### config.mk
export PLATFORM = sky130hd
export DESIGN_NAME = wormhole_out_arbiter_flat
export DESIGN_NICKNAME = d
export VERILOG_FILES = /design/src/rtl/wormhole_out_arbiter_pkg.sv /design/src/rtl/wormhole_out_arbiter_if.sv /design/src/rtl/wormhole_out_arbiter_rr_pick.sv /design/src/rtl/wormhole_out_arbiter.sv /design/src/flat_wrapper.sv
export SDC_FILE = /design/constraint.sdc
export NUM_CORES = 1
export LEC_CHECK = 0
export CAP_MARGIN = 0
export CORE_AREA = 2 2 54 66
export DETAILED_ROUTE_END_ITERATION = 8
export DIE_AREA = 0 0 56 68
export GPL_TIMING_DRIVEN = 1
export PLACE_DENSITY = 0.57
export SLEW_MARGIN = 20
export SYNTH_ARGS = -nofsm -noshare
export SYNTH_HDL_FRONTEND = slang
export SYNTH_SLANG_ARGS = --single-unit
### constraint.sdc
create_clock -name clk -period 3.9 [get_ports clk]
set_clock_uncertainty 0.15 [all_clocks]
set_input_delay 0.39 -clock clk [delete_from_list [all_inputs] [get_ports clk]]
set_output_delay 0.39 -clock clk [all_outputs]
set_load 0.01 [all_outputs]
### src/rtl/wormhole_out_arbiter_pkg.sv
// Shared sizing constants and state type for the per-output wormhole allocator.
package wormhole_out_arbiter_pkg;

  localparam int unsigned N_REQ        = 4;
  localparam int unsigned CREDITS      = 4;
  localparam int unsigned CRED_W       = 3;
  localparam int unsigned OWN_W        = $clog2(N_REQ);
  // Position of the tail flag inside the flit header.
  localparam int unsigned HDR_TAIL_BIT = 0;

  typedef enum logic [0:0] {
    StIdle,
    StLocked
  } arb_state_e;

endpackage

### src/rtl/wormhole_out_arbiter_if.sv
// Request/grant channel between the input ports and one output allocator.
interface wormhole_out_arbiter_if;
  import wormhole_out_arbiter_pkg::*;

  logic [N_REQ-1:0] req;
  logic [N_REQ-1:0] tail;
  logic             credit_in;
  logic [N_REQ-1:0] gnt;
  logic             ena;

  modport master (
    output req,
    output tail,
    output credit_in,
    input  gnt,
    input  ena
  );

  modport slave (
    input  req,
    input  tail,
    input  credit_in,
    output gnt,
    output ena
  );

endinterface

### src/rtl/wormhole_out_arbiter_rr_pick.sv
// Combinational round-robin picker: first requester at or after ptr, wrapping.
module wormhole_out_arbiter_rr_pick
  import wormhole_out_arbiter_pkg::*;
(
  input  logic [N_REQ-1:0] req,
  input  logic [OWN_W-1:0] ptr,
  output logic [N_REQ-1:0] pick,
  output logic             any
);

  logic [OWN_W-1:0] idx;

  always_comb begin
    pick = '0;
    any  = 1'b0;
    idx  = '0;
    for (int unsigned k = 0; k < N_REQ; k++) begin
      idx = OWN_W'((32'(ptr) + k) % N_REQ);
      if (!any && req[idx]) begin
        pick[idx] = 1'b1;
        any       = 1'b1;
      end
    end
  end

endmodule

### src/rtl/wormhole_out_arbiter.sv
// Output-channel allocator: round-robin among inputs, grant held head-to-tail,
// and transfers gated by downstream credits.
module wormhole_out_arbiter
  import wormhole_out_arbiter_pkg::*;
(
  input  logic                      clk,
  input  logic                      reset,
  wormhole_out_arbiter_if.slave     bus,
  output logic [CRED_W-1:0]         credits,
  output logic                      locked,
  output logic [OWN_W-1:0]          owner,
  output logic                      cred_err
);

  arb_state_e        state_q, state_d;
  logic [OWN_W-1:0]  owner_q, owner_d;
  logic [OWN_W-1:0]  ptr_q, ptr_d;
  logic [CRED_W-1:0] credits_q, credits_d;
  logic              cred_err_q, cred_err_d;

  logic [N_REQ-1:0]  pick;
  logic              pick_any;
  logic [N_REQ-1:0]  gnt;
  logic              ena;
  logic              has_credit;
  logic [OWN_W-1:0]  grant_idx;
  logic              grant_tail;

  wormhole_out_arbiter_rr_pick u_rr_pick (
    .req  (bus.req),
    .ptr  (ptr_q),
    .pick (pick),
    .any  (pick_any)
  );

  assign has_credit = (credits_q != '0);

  always_comb begin
    gnt = '0;
    if (!reset) begin
      if (state_q == StLocked) begin
        // Non-owners are ignored even while the owner has nothing to send.
        gnt[owner_q] = bus.req[owner_q] & has_credit;
      end else if (pick_any && has_credit) begin
        gnt = pick;
      end
    end
  end

  assign ena     = |gnt;
  assign bus.gnt = gnt;
  assign bus.ena = ena;

  always_comb begin
    grant_idx = '0;
    for (int unsigned i = 0; i < N_REQ; i++) begin
      if (gnt[i]) grant_idx = OWN_W'(i);
    end
    grant_tail = |(gnt & bus.tail);
  end

  always_comb begin
    state_d    = state_q;
    owner_d    = owner_q;
    ptr_d      = ptr_q;
    credits_d  = credits_q;
    cred_err_d = cred_err_q;

    if (ena) begin
      if (grant_tail) begin
        state_d = StIdle;
        ptr_d   = (grant_idx == OWN_W'(N_REQ - 1)) ? '0 : grant_idx + 1'b1;
      end else begin
        state_d = StLocked;
        owner_d = grant_idx;
      end
    end

    unique case ({ena, bus.credit_in})
      2'b10: credits_d = credits_q - 1'b1;
      2'b01: begin
        // Excess credit means the downstream bookkeeping is broken; saturate and flag.
        if (credits_q == CRED_W'(CREDITS)) cred_err_d = 1'b1;
        else                               credits_d  = credits_q + 1'b1;
      end
      default: ;
    endcase
  end

  always_ff @(posedge clk) begin
    if (reset) begin
      state_q    <= StIdle;
      owner_q    <= '0;
      ptr_q      <= '0;
      credits_q  <= CRED_W'(CREDITS);
      cred_err_q <= 1'b0;
    end else begin
      state_q    <= state_d;
      owner_q    <= owner_d;
      ptr_q      <= ptr_d;
      credits_q  <= credits_d;
      cred_err_q <= cred_err_d;
    end
  end

  assign credits  = credits_q;
  assign locked   = (state_q == StLocked);
  assign owner    = owner_q;
  assign cred_err = cred_err_q;

endmodule

### src/flat_wrapper.sv
// flat-port wrapper written by rule: the top's interface ports become plain ports
module wormhole_out_arbiter_flat import wormhole_out_arbiter_pkg::*;
  (clk, reset, credits, locked, owner, cred_err, bus_req, bus_tail, bus_credit_in, bus_gnt, bus_ena);
  wormhole_out_arbiter_if bus_i ();
  input  logic clk;
  input  logic reset;
  output logic [CRED_W-1:0] credits;
  output logic locked;
  output logic [OWN_W-1:0] owner;
  output logic cred_err;
  input wire logic [$bits(bus_i.req)-1:0] bus_req;
  input wire logic [$bits(bus_i.tail)-1:0] bus_tail;
  input wire logic [$bits(bus_i.credit_in)-1:0] bus_credit_in;
  output wire logic [$bits(bus_i.gnt)-1:0] bus_gnt;
  output wire logic [$bits(bus_i.ena)-1:0] bus_ena;
  assign bus_i.req = bus_req;
  assign bus_i.tail = bus_tail;
  assign bus_i.credit_in = bus_credit_in;
  assign bus_gnt = bus_i.gnt;
  assign bus_ena = bus_i.ena;
  wormhole_out_arbiter u_core (.clk(clk), .reset(reset), .bus(bus_i), .credits(credits), .locked(locked), .owner(owner), .cred_err(cred_err));
endmodule
==> flow_summary.ini <==
[status]
outcome = completed

[synth]
yosysSeqAreaShare_pct = 16.7
synth_cell_types = 42
ys_ff_latch = 9
syn_area_per_cell_sq_um = 8.18
synth_ff_type = dfxtp_1
syn_nets = 152
synth_area_sq_um = 1080
netlist_instances = 132
netlist.area_leader.share_pct = 16.7
async_flop_share_pct = 0
synth_area_leaders = dfxtp_1 17%, ha_1 9.3%, mux2i_1 8.3%
yosysTopAreaCell = dfxtp_1
ys_warn_count = 0
synth_enable_flop_cells = 0

[worst_setup_path]
critPathMaxFanout = 7
critical_path_class = reg -> out
startpoint_type = flop
crit_family = buffers and inverters
crit_chain = inv_1 > ha_2 > mux4_2 > nand3b_1 > a221oi_1 > a311oi_4 > buf_4 > inv_1 > clkdlybuf4s50_1
ff2ff_setup_slack_ns = 0.23
crit_path_end_kind = output pin
worstPathRequired_ns = 3.36
slowest_stage = mux4_2
cp.arrival_ns = 3.17
max_stage_delay_ns = 0.57
path_common_cell = inv_1
cp_num_buf_inv = 4

[timing]
clock.fmax_ghz = 0.270
worst_slew_pin_slew_ns = 0.627
hold_viol_final = 0
timing.final.ws_setup_ns = 0.193
rsz0062_at_grt = false
finalCritPeriodShare_pct = 95.1
finalCriticalPeriod_ns = 3.71
timing.hold.ws_ns = 0.296
fin_tns_setup_ns = 0
final-setup-viol-count = 0
maxSlewViolCount = 0
relSlewSlack_pct = 57.8

[placement]
dp_hpwl_mm = 2.20
portBuffers = 22
gp_congestion = 0.942
placed_area_sq_um = 1360
dpl_worst_slack_ns = 0.0781

[global_route]
grt_pass1_vias = 1032
grt_pass1_wl_mm = 4.44
antenna_found_initial = 0
grt_use_total_pct = 14.9
grt.overflow.total = 0
grt_max_degree = 15

[die]
core_sq_um = 3220
die_width_um = 56
rows = 23
die_area_sq_um = 3810
die_h_um = 68
start_util_pct = 33.5
io_pins = 23

[clock_network]
cts.clk_slew.worst_paths_ns = 0.04
cts_hold_buf = 0
clock-sinks = 9
cts-buffers-inserted = 3
cts_resized = 0
cts-root-buf = clkbuf_8
cts_setup_buffers = 0
insertion_delay_ns = 0.24
cts_htree_levels = 1
clockBufferDepth = 2
tritoncts = yes

[power]
ir_worst_vdd_v = 0.000305
power.density_nw_per_um2 = 613
p_leak_nw = 0.574

[final_layout]
layout-drive-gt1-share_pct = 15.3
syn2layout_area_growth_pct = 30.6
diodes = 0
finish.utilization_pct = 43.8
fin_nets = 178
finish.instance_area_sq_um = 1410

[detailed_routing]
wl_per_cell_um = 14.4
dr.pass1.iters = 4
ant_nets = 0
vias = 1083
wirelength_mm = 2.79
via_per_inst = 5.58
drt_iter0_drc = 35
drc = 0

[flow_run]
drv_cap = 0

[hold_path]
hp-class = reg -> reg
## logic make-up after synthesis
logic type / Yosys count / synth area share, %
xor gates and xnor gates: 1 / 0.811
buffers and inverters: 24 / 9.62
and+or+nand+nor: 50 / 27.1
AOI/OAI and AO/OA: 24 / 16.2
adders and majority gates: 9 / 11.1
DFF: 9 / 16.7
muxes: 15 / 18.4
## metal layers
layer	vias up	wire (um)	global-route usage (%)
met5	-	0	0
met2	44	1510	28.8
met4	0	69	9.52
met1	510	1080	15.1
met3	7	131	1.89
li1	522	-	-
## worst min-delay path, stage by stage (launching register included)
cell and delay (ns):
dfxtp_1 0.30, inv_1 0.05, a21oi_1 0.05
## cell type report
type,instances,area (sq um)
fill,344,1810
multi-input combinational,99,806
timing repair buffer,29,273
sequential,9,180
inverter,16,60.1
tap,37,46.3
clock buffer,4,45.0
## sequential cells by signal, summed over array words and instances, names as in the netlist
name             cells
u_core.ptr_q         2
u_core.cred_err      1
u_core.owner         2
u_core.locked        1
u_core.credits       3
## per-stage QoR
stage	power [mW]	instances
CTS	0.861	194
global placement	0.739	190
global route	0.931	194
finish	0.864	194
floorplan	0.554	132
detailed placement	0.746	190
## cells in the mapped netlist (all sizes together), types with 3 or more instances
library cell and n:
nor2 13, a31oi 3, nand2b 4, ha 8
inv 16, a21oi 7, mux4 3, nand2 6
buf 6, mux2 3, and3 3, mux2i 9
o211ai 3, nor3 7, o21ai 4, dfxtp 9
## final timing paths
check	startpoint	to	depth (start not counted)
min	u_core.cred_err$_SDFFE_PP0P_	u_core.cred_err$_SDFFE_PP0P_	2
min reg2reg	u_core.cred_err$_SDFFE_PP0P_	u_core.cred_err$_SDFFE_PP0P_	2
max	u_core.ptr_q[1]$_SDFFE_PP0P_	bus_gnt[2]	9
max reg2reg	u_core.ptr_q[1]$_SDFFE_PP0P_	u_core.credits[2]$_SDFFE_PP1P_	13
## report_power, final
group,leakage (nW),internal (mW),switching (mW)
registers,0.0741,0.121,0.0316
logic,0.477,0.305,0.295
clock network,0.0228,0.0715,0.0395
total,0.574,0.498,0.366
## cell usage in the layout, fill, tap and decap left out, drive strengths merged, types with 2 or more instances in the layout
master,instances
nor4,2
mux2,3
a31oi,3
a21oi,7
nor2b,2
ha,8
clkdlybuf4s50,22
buf,7
nand3b,2
nand2,6
nor4b,2
nand2b,4
o21ai,4
nor2,13
nor3,7
mux2i,9
a221oi,2
o211ai,3
mux4,3
inv,16
or3,2
dfxtp,9
and3,3
clkbuf,4
Note: power is estimated with default switching activity, not from simulation.
